## src/rtl/adder_pipe_rc.sv

```systemverilog
// adder_pipe_rc: pipelined ripple-carry adder with a valid/ready stream interface.
//
// The WIDTH-bit carry chain is cut into STAGES segments of SEG bits. Each
// stage adds one segment plus the carry registered by the stage before it.
// Each stage also carries forward the lower sum bits already computed and the
// operand bits not yet consumed. The last stage additionally registers the
// signed-overflow flag.
//
// Ports:
//   clk, rst_n          clock, asynchronous active-low reset
//   in_valid/in_ready   operand beat handshake (in_ready = out_ready | ~out_valid)
//   in1, in2, cin       operands and carry in
//   out_valid/out_ready result handshake; outputs freeze while out_valid & ~out_ready
//   sum, cout, ovf      (in1+in2+cin) mod 2^WIDTH, carry out, two's-complement overflow
//
// Latency is STAGES cycles and throughput is 1 beat/cycle. A stall freezes the
// whole pipe.

module adder_pipe_rc #(
    parameter int WIDTH  = 64,
    parameter int STAGES = 4
) (
    input  logic             clk,
    input  logic             rst_n,
    input  logic             in_valid,
    output logic             in_ready,
    input  logic [WIDTH-1:0] in1,
    input  logic [WIDTH-1:0] in2,
    input  logic             cin,
    output logic             out_valid,
    input  logic             out_ready,
    output logic [WIDTH-1:0] sum,
    output logic             cout,
    output logic             ovf
);
    localparam int SEG = WIDTH / STAGES;

    generate
        if (WIDTH < 2 || STAGES < 1 || STAGES > WIDTH || (WIDTH % STAGES) != 0) begin : g_bad_params
            $error("adder_pipe_rc: WIDTH must be >= 2 and divisible by STAGES (1..WIDTH)");
        end
    endgenerate

    // Stage registers. Index k holds the state after stage k.
    logic [STAGES-1:0]            vld_pipe_q;
    logic [STAGES-1:0][WIDTH-1:0] a_q, b_q, s_q;
    logic [STAGES-1:0]            c_q;
    logic                         ovf_q;

    // Stage inputs. Index 0 comes from the ports; index k+1 is the output of stage k.
    logic [STAGES:0]              v_p;
    logic [STAGES:0][WIDTH-1:0]   a_p, b_p, s_p;
    logic [STAGES:0]              c_p;

    logic                         advance;
    logic [STAGES-1:0][WIDTH-1:0] s_d;
    logic [STAGES-1:0]            c_d;
    logic                         ovf_d;
    logic [SEG:0]                 seg_sum;

    // Global stall: nothing moves while a result waits on the consumer.
    assign advance  = out_ready | ~vld_pipe_q[STAGES-1];
    assign in_ready = advance;

    assign v_p = {vld_pipe_q, in_valid & advance};
    assign a_p = {a_q, in1};
    assign b_p = {b_q, in2};
    assign s_p = {s_q, {WIDTH{1'b0}}};
    assign c_p = {c_q, cin};

    always_comb begin
        s_d     = '0;
        c_d     = '0;
        seg_sum = '0;
        for (int k = 0; k < STAGES; k++) begin
            seg_sum = {1'b0, a_p[k][k*SEG +: SEG]} + {1'b0, b_p[k][k*SEG +: SEG]}
                    + {{SEG{1'b0}}, c_p[k]};
            s_d[k]                = s_p[k];
            s_d[k][k*SEG +: SEG]  = seg_sum[SEG-1:0];
            c_d[k]                = seg_sum[SEG];
        end
        // The carry into the MSB is a^b^sum at that bit; ovf is that XOR the carry out.
        ovf_d = a_p[STAGES-1][WIDTH-1] ^ b_p[STAGES-1][WIDTH-1]
              ^ s_d[STAGES-1][WIDTH-1] ^ c_d[STAGES-1];
    end

    always_ff @(posedge clk or negedge rst_n) begin
        if (!rst_n) begin
            vld_pipe_q <= '0;
            a_q        <= '0;
            b_q        <= '0;
            s_q        <= '0;
            c_q        <= '0;
            ovf_q      <= 1'b0;
        end else if (advance) begin
            vld_pipe_q <= v_p[STAGES-1:0];
            a_q        <= a_p[STAGES-1:0];
            b_q        <= b_p[STAGES-1:0];
            s_q        <= s_d;
            c_q        <= c_d;
            ovf_q      <= ovf_d;
        end
    end

    assign out_valid = v_p[STAGES];
    assign sum       = s_p[STAGES];
    assign cout      = c_p[STAGES];
    assign ovf       = ovf_q;

    // All operand bits have been consumed by the time they reach the last register.
    logic unused_operands;
    assign unused_operands = ^{a_p[STAGES], b_p[STAGES]};

endmodule

```

## config.mk

```make
export PLATFORM = sky130hd
export DESIGN_NAME = adder_pipe_rc
export DESIGN_NICKNAME = d
export VERILOG_FILES = /design/src/rtl/adder_pipe_rc.sv
export SDC_FILE = /design/constraint.sdc
export NUM_CORES = 1
export LEC_CHECK = 0
export BUFFER_PORTS_ARGS = -buffer_cell sky130_fd_sc_hd__buf_4
export CORE_MARGIN = 2
export CORE_UTILIZATION = 60
export CTS_BUF_LIST = sky130_fd_sc_hd__clkbuf_2 sky130_fd_sc_hd__clkbuf_4 sky130_fd_sc_hd__clkbuf_8
export DETAILED_ROUTE_END_ITERATION = 8
export PLACE_DENSITY = 0.8
export SETUP_SLACK_MARGIN = 0.05
export SLEW_MARGIN = 10
export SYNTH_ARGS = -nofsm -noshare
export SYNTH_HDL_FRONTEND = slang
export SYNTH_SLANG_ARGS = --single-unit
```

## constraint.sdc

```tcl
create_clock -name clk -period 3.6 [get_ports clk]
set_clock_uncertainty 0.1 [all_clocks]
set_input_delay 0.54 -clock clk [delete_from_list [all_inputs] [get_ports clk]]
set_output_delay 0.54 -clock clk [all_outputs]
set_load 0.1 [all_outputs]
```

==> results.ini, run 1 <==
[sta]
tightest_slew_ns = 1.26
min_period_over_period = 0.883
period_needed_ns = 3.18
slew_headroom = 0.159
maxSlewViolCount = 0
finalSetupViolations = 0
hold_viol_final = 0
fin_ws_ns = 0.422
setup-tns-final_ns = 0
rsz0062_at_grt = false
fmax_ghz = 0.315

[route]
vias = 12800
routedWlPerCell_um = 14.3
viasPerCell = 5.35
drtIter0Drc = 1211
drt-total-wl_um = 34200
final_antenna_net_count = 0
drt_first_pass_iters = 6
drc = 0

[placement]
dp.cells = 2306
globalplace.congestion = 0.896
pre_cts_ws_ns = 0.465
dpl.hpwl_um = 22600
portBuffers = 200
placed_cell_area_um2 = 17900

[die]
num_rows = 59
die_area_um2 = 28200
start_util = 0.615
die_width_um = 168
io_pins = 201
coreArea_um2 = 26200
die_h_um = 168

[synthesis]
async_flop_share = 1.00
avgSynthCellArea_um2 = 8.77
synth_edf_count = 0
synth_area_leaders = dfrtp_1, nand2_1, ha_1
yosys.area.top_type = dfrtp_1
synthDistinctLibCells = 52
yosysSeqAreaShare = 0.560
synth_seq_cells = 361
synth_top_area_frac = 0.560
syn_inst = 1839
yosys_warnings = 0
synth_fp_nets = 2040
syn-cell-area_um2 = 16100
synth-main-ff-cell = dfrtp_1

[worst_setup_path]
cp_max_fo = 3
crit_type = reg -> reg
cp.required_ns = 3.92
end_kind = flop
timing.rr.end = sum[62]
start_kind = flop
rrSetupSlack_ns = 0.42
r2r_cells = 9
crit_arrival_ns = 3.50
rr_startpoint = c_q[2]

[clock_network]
cts_root_buffer = clkbuf_8
holdBufCountCts = 1
cts.sinks = 361
postCtsSetupBuffers = 0
clock_path_buffers = 3
cts-buffers-inserted = 56
cts_resized = 0
path_clk_slew_ns = 0.06
h-tree-depth = 2
cts_tree = built
clock_latency_ns = 0.57

[global_route]
overflow = 0
grt_max_degree = 282
grt_pass1_wl_um = 58000
grt_use_total = 0.248
grt_pass1_vias = 12400
antenna_found_initial = 0

[pwr]
p_per_area_nw_per_um2 = 1020
irDropWorstVdd_v = 0.000868
leakage_nw = 10.0
total_power_mw = 19.5

[run_status]
outcome = complete, no violations

[layout]
area_delta_synth_final_pct = 18.1
n_fill_cell = 2025
stdcell_count = 2398
layout_common_cells = nand2_1, dfrtp_1, buf_4
final_common_cell = nand2_1
fin_area_um2 = 19000
drive_gt1_frac = 0.151
nets = 2231

[hold_path]
hold_path_startpoint = in_valid
hold_depth = 3
hold_end = vld_pipe_q[0]
hp-class = in -> reg

[run]
maxCapViolCount = 0

## worst max-delay path: stages (launching register included)
cell and delay, ns:
dfrtp_1 0.40, fa_1 0.47, fa_1 0.45, a211oi_2 0.27, o21ai_1 0.15, a211o_1 0.33
o31a_1 0.32, a21oi_1 0.23, nand4b_1 0.13, o311ai_0 0.20
## stage by stage
stage	utilization	hold slack (ns)
final	0.727	0.0615
after global routing	0.727	0.0462
after CTS	0.727	0.0439
after detailed placement	0.683	0.353
after global placement	0.683	0.346
after floorplan	-	0.144
## synth_stat cells, types with 4 or more instances
cell type	n
a211oi_1	13
a21o_1	9
a21oi_1	49
a31oi_1	7
and3_1	4
clkbuf_1	77
dfrtp_1	361
fa_1	8
ha_1	60
inv_1	11
nand2_1	962
nand2b_1	10
nand3_1	11
nand4b_1	4
nor2_1	41
nor2b_1	7
nor3_1	17
nor3b_1	4
o211ai_1	4
o21a_1	12
o21ai_0	68
o21ai_1	4
o21bai_1	5
o31ai_1	11
xnor2_1	14
xor2_1	25
## kinds of logic (layout without fill, tap and decap cells)
family	count (synthesis)	in the layout	share of synthesized area
simple gates	1070	1070	0.259
flops	361	361	0.560
compound gates	205	205	0.0792
buf+inv	94	317	0.0227
fa+ha+maj	68	68	0.0565
xor+xnor	39	39	0.0212
mux	2	2	0.00124
other cells	0	1	0
## layout make-up
class / count / area, um2 / share of cell area
clock buffers: 90 / 1120 / 0.0588
diodes: 1 / 2.50 / 0.000131
well taps: 335 / 419 / 0.0220
inverters: 12 / 52.6 / 0.00276
multi-input cells: 1384 / 6730 / 0.353
repair buffers: 215 / 1690 / 0.0886
flip-flops and latches: 361 / 9030 / 0.474
## per-layer routing
metal,track usage,share of wire
met5,0,0
met3,0.0447,0.061
met2,0.398,0.47
met4,0.0858,0.029
met1,0.346,0.44
## sequential cells by signal, summed over array words and instances (netlist names)
signal / flops
c_q: 4
b_p: 96
vld_pipe_q: 4
s_d: 96
sum: 64
ovf: 1
a_p: 96
## where the power goes
part	total (mW)	switching (mW)	internal, mW	leakage (nW)
logic	9.20	6.43	2.77	5.09
registers	6.87	1.04	5.83	4.37
clock network	3.41	1.48	1.94	0.598
total	19.5	8.94	10.5	10.0
## worst max-delay path by stage
stage | from | end | cells past startpoint
finish | c_q[2] | sum[62] | 9
global route | c_q[1] | s_d[238] | 10
CTS | c_q[2] | ovf | 9
detailed placement | c_q[2] | ovf | 9
global placement | c_q[2] | ovf | 9
floorplan | vld_pipe_q[3] | in_ready | 5
(Power assumes the default switching activity.)
==> inputs of run 2 (changes only) <==
Settings changed: BUFFER_PORTS_ARGS -buffer_cell sky130_fd_sc_hd__buf_4 to default, CORE_UTILIZATION 60 to 65, CTS_CLUSTER_DIAMETER from default to 50, DONT_BUFFER_PORTS from default to 1, PLACE_DENSITY 0.8 to 0.79.
==> results.ini, run 2 (same netlist as run 1, synthesis figures left out) <==
[global_route]
busiest_layer = met2  ; unchanged
grt_use_met3 = 0.0578  ; was 0.0447
grt_max_degree = 362  ; was 282
antenna_found_initial = 1  ; was 0
grt_use_total = 0.270  ; was 0.248
overflow = 0  ; unchanged
met2_usage = 0.446  ; was 0.398
grt_util_met1 = 0.360  ; was 0.346
grt_pass1_vias = 12200  ; was 12400
grt_pass1_wl_um = 57900  ; was 58000 um

[layout]
n_fill_cell = 1737  ; was 2025
layout_common_cells = nand2_1, dfrtp_1, dlygate4sd3_1  ; was nand2_1, dfrtp_1, buf_4
drive_gt1_frac = 0.0574  ; was 0.151
nets = 2114  ; was 2231
area_delta_synth_final_pct = 14.1  ; was 18.1%
final_common_cell = nand2_1  ; unchanged

[die]
die_area_um2 = 26100  ; was 28200 um2
die_h_um = 161  ; was 168 um
die_width_um = 161  ; was 168 um
coreArea_um2 = 24300  ; was 26200 um2
start_util = 0.663  ; was 0.615
num_rows = 57  ; was 59
io_pins = 201  ; unchanged

[clock_network]
cts.sinks = 361  ; unchanged
path_clk_slew_ns = 0.06  ; about the same
cts_root_buffer = clkbuf_8  ; unchanged
clock_latency_ns = 0.58  ; was 0.57 ns
clock_path_buffers = 3  ; unchanged
h-tree-depth = 2  ; unchanged
holdBufCountCts = 88  ; was 1
cts-buffers-inserted = 56  ; unchanged
cts_tree = built  ; unchanged

[sta]
tightest_slew_ns = 1.30  ; was 1.26 ns
slew_headroom = 0.135  ; was 0.159
fin_ws_ns = 0.355  ; was 0.422 ns
fmax_ghz = 0.308  ; was 0.315 GHz
period_needed_ns = 3.25  ; was 3.18 ns
maxSlewViolCount = 0  ; unchanged
hold_viol_final = 361  ; was 0
finalSetupViolations = 0  ; unchanged
setup-tns-final_ns = 0  ; unchanged
holdWs_ns = -0.432  ; was 0.0615 ns
rsz0062_at_grt = false  ; unchanged
min_period_over_period = 0.901  ; was 0.883

[worst_setup_path]
cp_max_fo = 3  ; unchanged
crit_type = reg -> reg  ; unchanged
cp_slowest_stage_delay_ns = 0.47  ; about the same
end_kind = flop  ; unchanged
path_cells = fa_1 -> fa_1 -> a211oi_2 -> o21ai_1 -> a211o_1 -> o31a_1 -> a221oi_4 -> xnor2_1 -> o21ai_1  ; was fa_1 -> fa_1 -> a211oi_2 -> o21ai_1 -> a211o_1 -> o31a_1 -> a21oi_1 -> nand4b_1 -> o311ai_0
crit_arrival_ns = 3.57  ; was 3.50 ns
r2r_cells = 9  ; unchanged
slowest_stage = fa_1  ; unchanged
cp.required_ns = 3.92  ; about the same
start_kind = flop  ; unchanged

[route]
final_antenna_net_count = 0  ; unchanged
drt_first_pass_iters = 5  ; was 6
routedWlPerCell_um = 15.2  ; was 14.3 um
drtIter0Drc = 1250  ; was 1211
viasPerCell = 5.48  ; was 5.35
drc = 0  ; unchanged
drt-total-wl_um = 34700  ; was 34200 um
vias = 12500  ; was 12800

[run]
maxCapViolCount = 0  ; unchanged

[run_status]
outcome = finished, violations left  ; was complete, no violations
violations = hold timing

[pwr]
p_per_area_nw_per_um2 = 1030  ; was 1020 nW/um2
irDropWorstVdd_v = 0.000723  ; was 0.000868 V
leakage_nw = 9.43  ; was 10.0 nW

[placement]
globalplace.congestion = 0.902  ; was 0.896
portBuffers = 0  ; was 200
pre_cts_ws_ns = 0.387  ; was 0.465 ns
dpl.hpwl_um = 20900  ; was 22600 um

[hold_path]
hp-class = in -> async  ; was in -> reg

## run 2: worst max-delay path, delay by kind of cell (launching register included)
family	cells	cell delay, ns
AOI/OAI and AO/OA	6	1.47
adders and majority gates	2	0.93
DFF	1	0.41
xor gates and xnor gates	1	0.17
## run 2: final cells by class
class                   count  area [um2]  area share
flip-flops and latches    361        9030       0.491
multi-input cells        1384        6730       0.366
clock buffers              90        1140      0.0619
repair buffers             98         993      0.0540
well taps                 324         405      0.0220
inverters                  12        52.6     0.00286
clock inverters             5        30.0     0.00163
diodes                      2        5.00    0.000272
## run 2: path summary, 6_finish.rpt
kind	startpoint	end	slack, ns
setup / recovery	c_q[2]	ovf	0.35
setup reg to reg	c_q[2]	ovf	0.35
hold / removal	rst_n	s_d[150]	-0.43
hold reg to reg	s_d[213]	s_d[213]	0.36
max in group asynchronous	rst_n	b_p[88]	2.88
min in group clk	in2[31]	b_p[95]	0.01
## run 2: report_power, final
| part | internal [mW] | switching [mW] |
|---|---|---|
| sequential | 5.76 | 3.80 |
| clock | 1.98 | 1.51 |
| combinational | 2.31 | 3.51 |
| total | 10.1 | 8.82 |
## run 2: routing by layer
| layer | wire length [um] | vias to the layer above |
|---|---|---|
| met4 | 1030 | 0 |
| met5 | 0 | - |
| met1 | 14600 | 5959 |
| met3 | 2240 | 77 |
| li1 | - | 6063 |
| met2 | 16800 | 367 |
## run 2: metrics by stage
step	hold slack [ns]	power (mW)	util	instance area (um2)	cells
2_1_floorplan	0.144	13.8	-	16100	1839
3_3_place_gp	0.155	15.0	0.672	16300	2091
3_5_place_dp	0.151	15.3	0.672	16300	2091
4_1_cts	-0.470	18.9	0.756	18400	2274
5_1_grt	-0.465	20.2	0.756	18400	2275
6_report	-0.432	18.9	0.756	18400	2276
## run 2: repair_timing
item,4_1_cts,5_1_grt
resized for setup,0,0
hold endpoints to repair,449,361
buffers inserted,0,0
==> inputs of run 3 (changes only) <==
--- a/constraint.sdc
+++ b/constraint.sdc
@@ -3,3 +3,3 @@
 set_input_delay 0.54 -clock clk [delete_from_list [all_inputs] [get_ports clk]]
 set_output_delay 0.54 -clock clk [all_outputs]
-set_load 0.1 [all_outputs]
+set_load 0.05 [all_outputs]
==> results.ini, run 3 (same netlist as run 1, synthesis figures left out) <==
[route]
drt-total-wl_um = 33500  ; was 34700 um
top_layer_used = met5  ; was met4
drtIter0Drc = 1192  ; was 1250
wl_met3_um = 1890  ; was 2240 um
viasPerCell = 5.43  ; was 5.48
drt_first_pass_iters = 7  ; was 5
wl_met2_um = 16000  ; was 16800 um
final_antenna_net_count = 0  ; unchanged
drt-met1-wl_um = 14600  ; about the same
routedWlPerCell_um = 14.8  ; was 15.2 um
drc = 0  ; unchanged
vias = 12300  ; was 12500

[sta]
maxSlewViolCount = 0  ; unchanged
finalSetupViolations = 0  ; unchanged
fmax_ghz = 0.319  ; was 0.308 GHz
tightest_slew_ns = 1.11  ; was 1.30 ns
period_needed_ns = 3.14  ; was 3.25 ns
holdWs_ns = -0.433  ; was -0.432 ns
fin_ws_ns = 0.462  ; was 0.355 ns
rsz0062_at_grt = false  ; unchanged
slew_headroom = 0.258  ; was 0.135
setup-tns-final_ns = 0  ; unchanged
min_period_over_period = 0.872  ; was 0.901
hold_viol_final = 361  ; unchanged

[worst_setup_path]
timing.rr.end = ovf  ; unchanged
path_cells = fa_1 -> fa_1 -> a211oi_2 -> o21ai_1 -> a211o_1 -> o31a_1 -> a221oi_4 -> xnor2_1 -> o21ai_1  ; unchanged
crit_type = reg -> reg  ; unchanged
rr_startpoint = c_q[2]  ; unchanged
start_kind = flop  ; unchanged
critPathBufInv = 0  ; unchanged
cp.required_ns = 3.93  ; was 3.92 ns
cp_slowest_stage_delay_ns = 0.47  ; about the same
cp_max_fo = 3  ; unchanged
slowest_stage = fa_1  ; unchanged
rrSetupSlack_ns = 0.46  ; was 0.35 ns
r2r_cells = 9  ; unchanged
crit_arrival_ns = 3.47  ; was 3.57 ns
critPathTopFamily = compound AO/OA/AOI/OAI gates  ; unchanged
end_kind = flop  ; unchanged

[run_status]
violations = hold timing  ; unchanged
outcome = finished, violations left  ; unchanged

[global_route]
grt_pass1_vias = 11900  ; was 12200
antenna_found_initial = 2  ; was 1
grt_max_degree = 362  ; unchanged
grt_use_total = 0.260  ; was 0.270
overflow = 0  ; unchanged
grt_pass1_wl_um = 55700  ; was 57900 um

[layout]
nets = 2107  ; was 2114
area_delta_synth_final_pct = 13.6  ; was 14.1%
layout_common_cells = nand2_1, dfrtp_1, dlygate4sd3_1  ; unchanged
n_fill_cell = 1738  ; was 1737
diodes = 0  ; was 2
final_common_cell = nand2_1  ; unchanged
drive_gt1_frac = 0.0591  ; was 0.0574
stdcell_count = 2269  ; was 2276

[hold_path]
hp-class = in -> async  ; unchanged

[clock_network]
cts_root_buffer = clkbuf_8  ; unchanged
clock_latency_ns = 0.57  ; was 0.58 ns
cts-buffers-inserted = 57  ; was 56
cts_tree = built  ; unchanged
clock_path_buffers = 3  ; unchanged
cts_resized = 0  ; unchanged
cts.sinks = 361  ; unchanged
postCtsSetupBuffers = 0  ; unchanged
path_clk_slew_ns = 0.06  ; about the same
h-tree-depth = 2  ; unchanged

[die]
die_area_um2 = 26100  ; unchanged
num_rows = 57  ; unchanged
die_width_um = 161  ; unchanged
coreArea_um2 = 24300  ; unchanged
start_util = 0.663  ; unchanged
io_pins = 201  ; unchanged
die_h_um = 161  ; unchanged

[pwr]
p_per_area_nw_per_um2 = 952  ; was 1030 nW/um2
leakage_nw = 9.41  ; was 9.43 nW
irDropWorstVdd_v = 0.000625  ; was 0.000723 V

[placement]
dpl.hpwl_um = 20700  ; was 20900 um
globalplace.congestion = 0.891  ; was 0.902
portBuffers = 0  ; unchanged
dp.cells = 2091  ; unchanged
pre_cts_ws_ns = 0.482  ; was 0.387 ns

[run]
maxCapViolCount = 0  ; unchanged

[run 3: routing by layer]
metal	up-vias	global-route usage
met5	-	0
met3	78	0.0557
met1	5872	0.352
met2	307	0.422
met4	2	0.0897
li1	6052	-
[run 3: metrics by stage]
step / utilization / total power, mW / area, um2
4_1_cts: 0.752 / 17.5 / 18300
3_3_place_gp: 0.672 / 13.5 / 16300
6_report: 0.753 / 17.4 / 18300
2_1_floorplan: - / 12.4 / 16100
5_1_grt: 0.753 / 18.7 / 18300
3_5_place_dp: 0.672 / 13.8 / 16300
[run 3: what timing repair did]
item,CTS,global route
endpoints found under the hold margin,439,363
setup endpoints to repair,0,0
hold buffers,78,2
[run 3: area by class of cell]
cell class / instances / area, um2 / share of cell area
inverters: 12 / 52.6 / 0.00287
multi-input cells: 1384 / 6730 / 0.367
flip-flops and latches: 361 / 9030 / 0.493
well taps: 324 / 405 / 0.0221
repair buffers: 90 / 913 / 0.0499
clock buffers: 92 / 1120 / 0.0613
clock inverters: 6 / 57.6 / 0.00314
[run 3: worst max path at each step]
stage / cells past startpoint / end / start / slack, ns
floorplan: 9 / ovf / c_q[2] / 0.70
global placement: 9 / ovf / c_q[2] / 0.51
detailed placement: 9 / ovf / c_q[2] / 0.48
CTS: 9 / ovf / c_q[2] / 0.48
global route: 9 / c_q[1] / c_q[0] / 0.30
finish: 9 / ovf / c_q[2] / 0.46
[run 3: power breakdown]
group | internal [mW] | switching, mW | total, mW | leakage (nW)
sequential | 5.80 | 2.41 | 8.21 | 4.37
clock | 2.03 | 1.51 | 3.54 | 0.632
combinational | 2.29 | 3.41 | 5.69 | 4.42
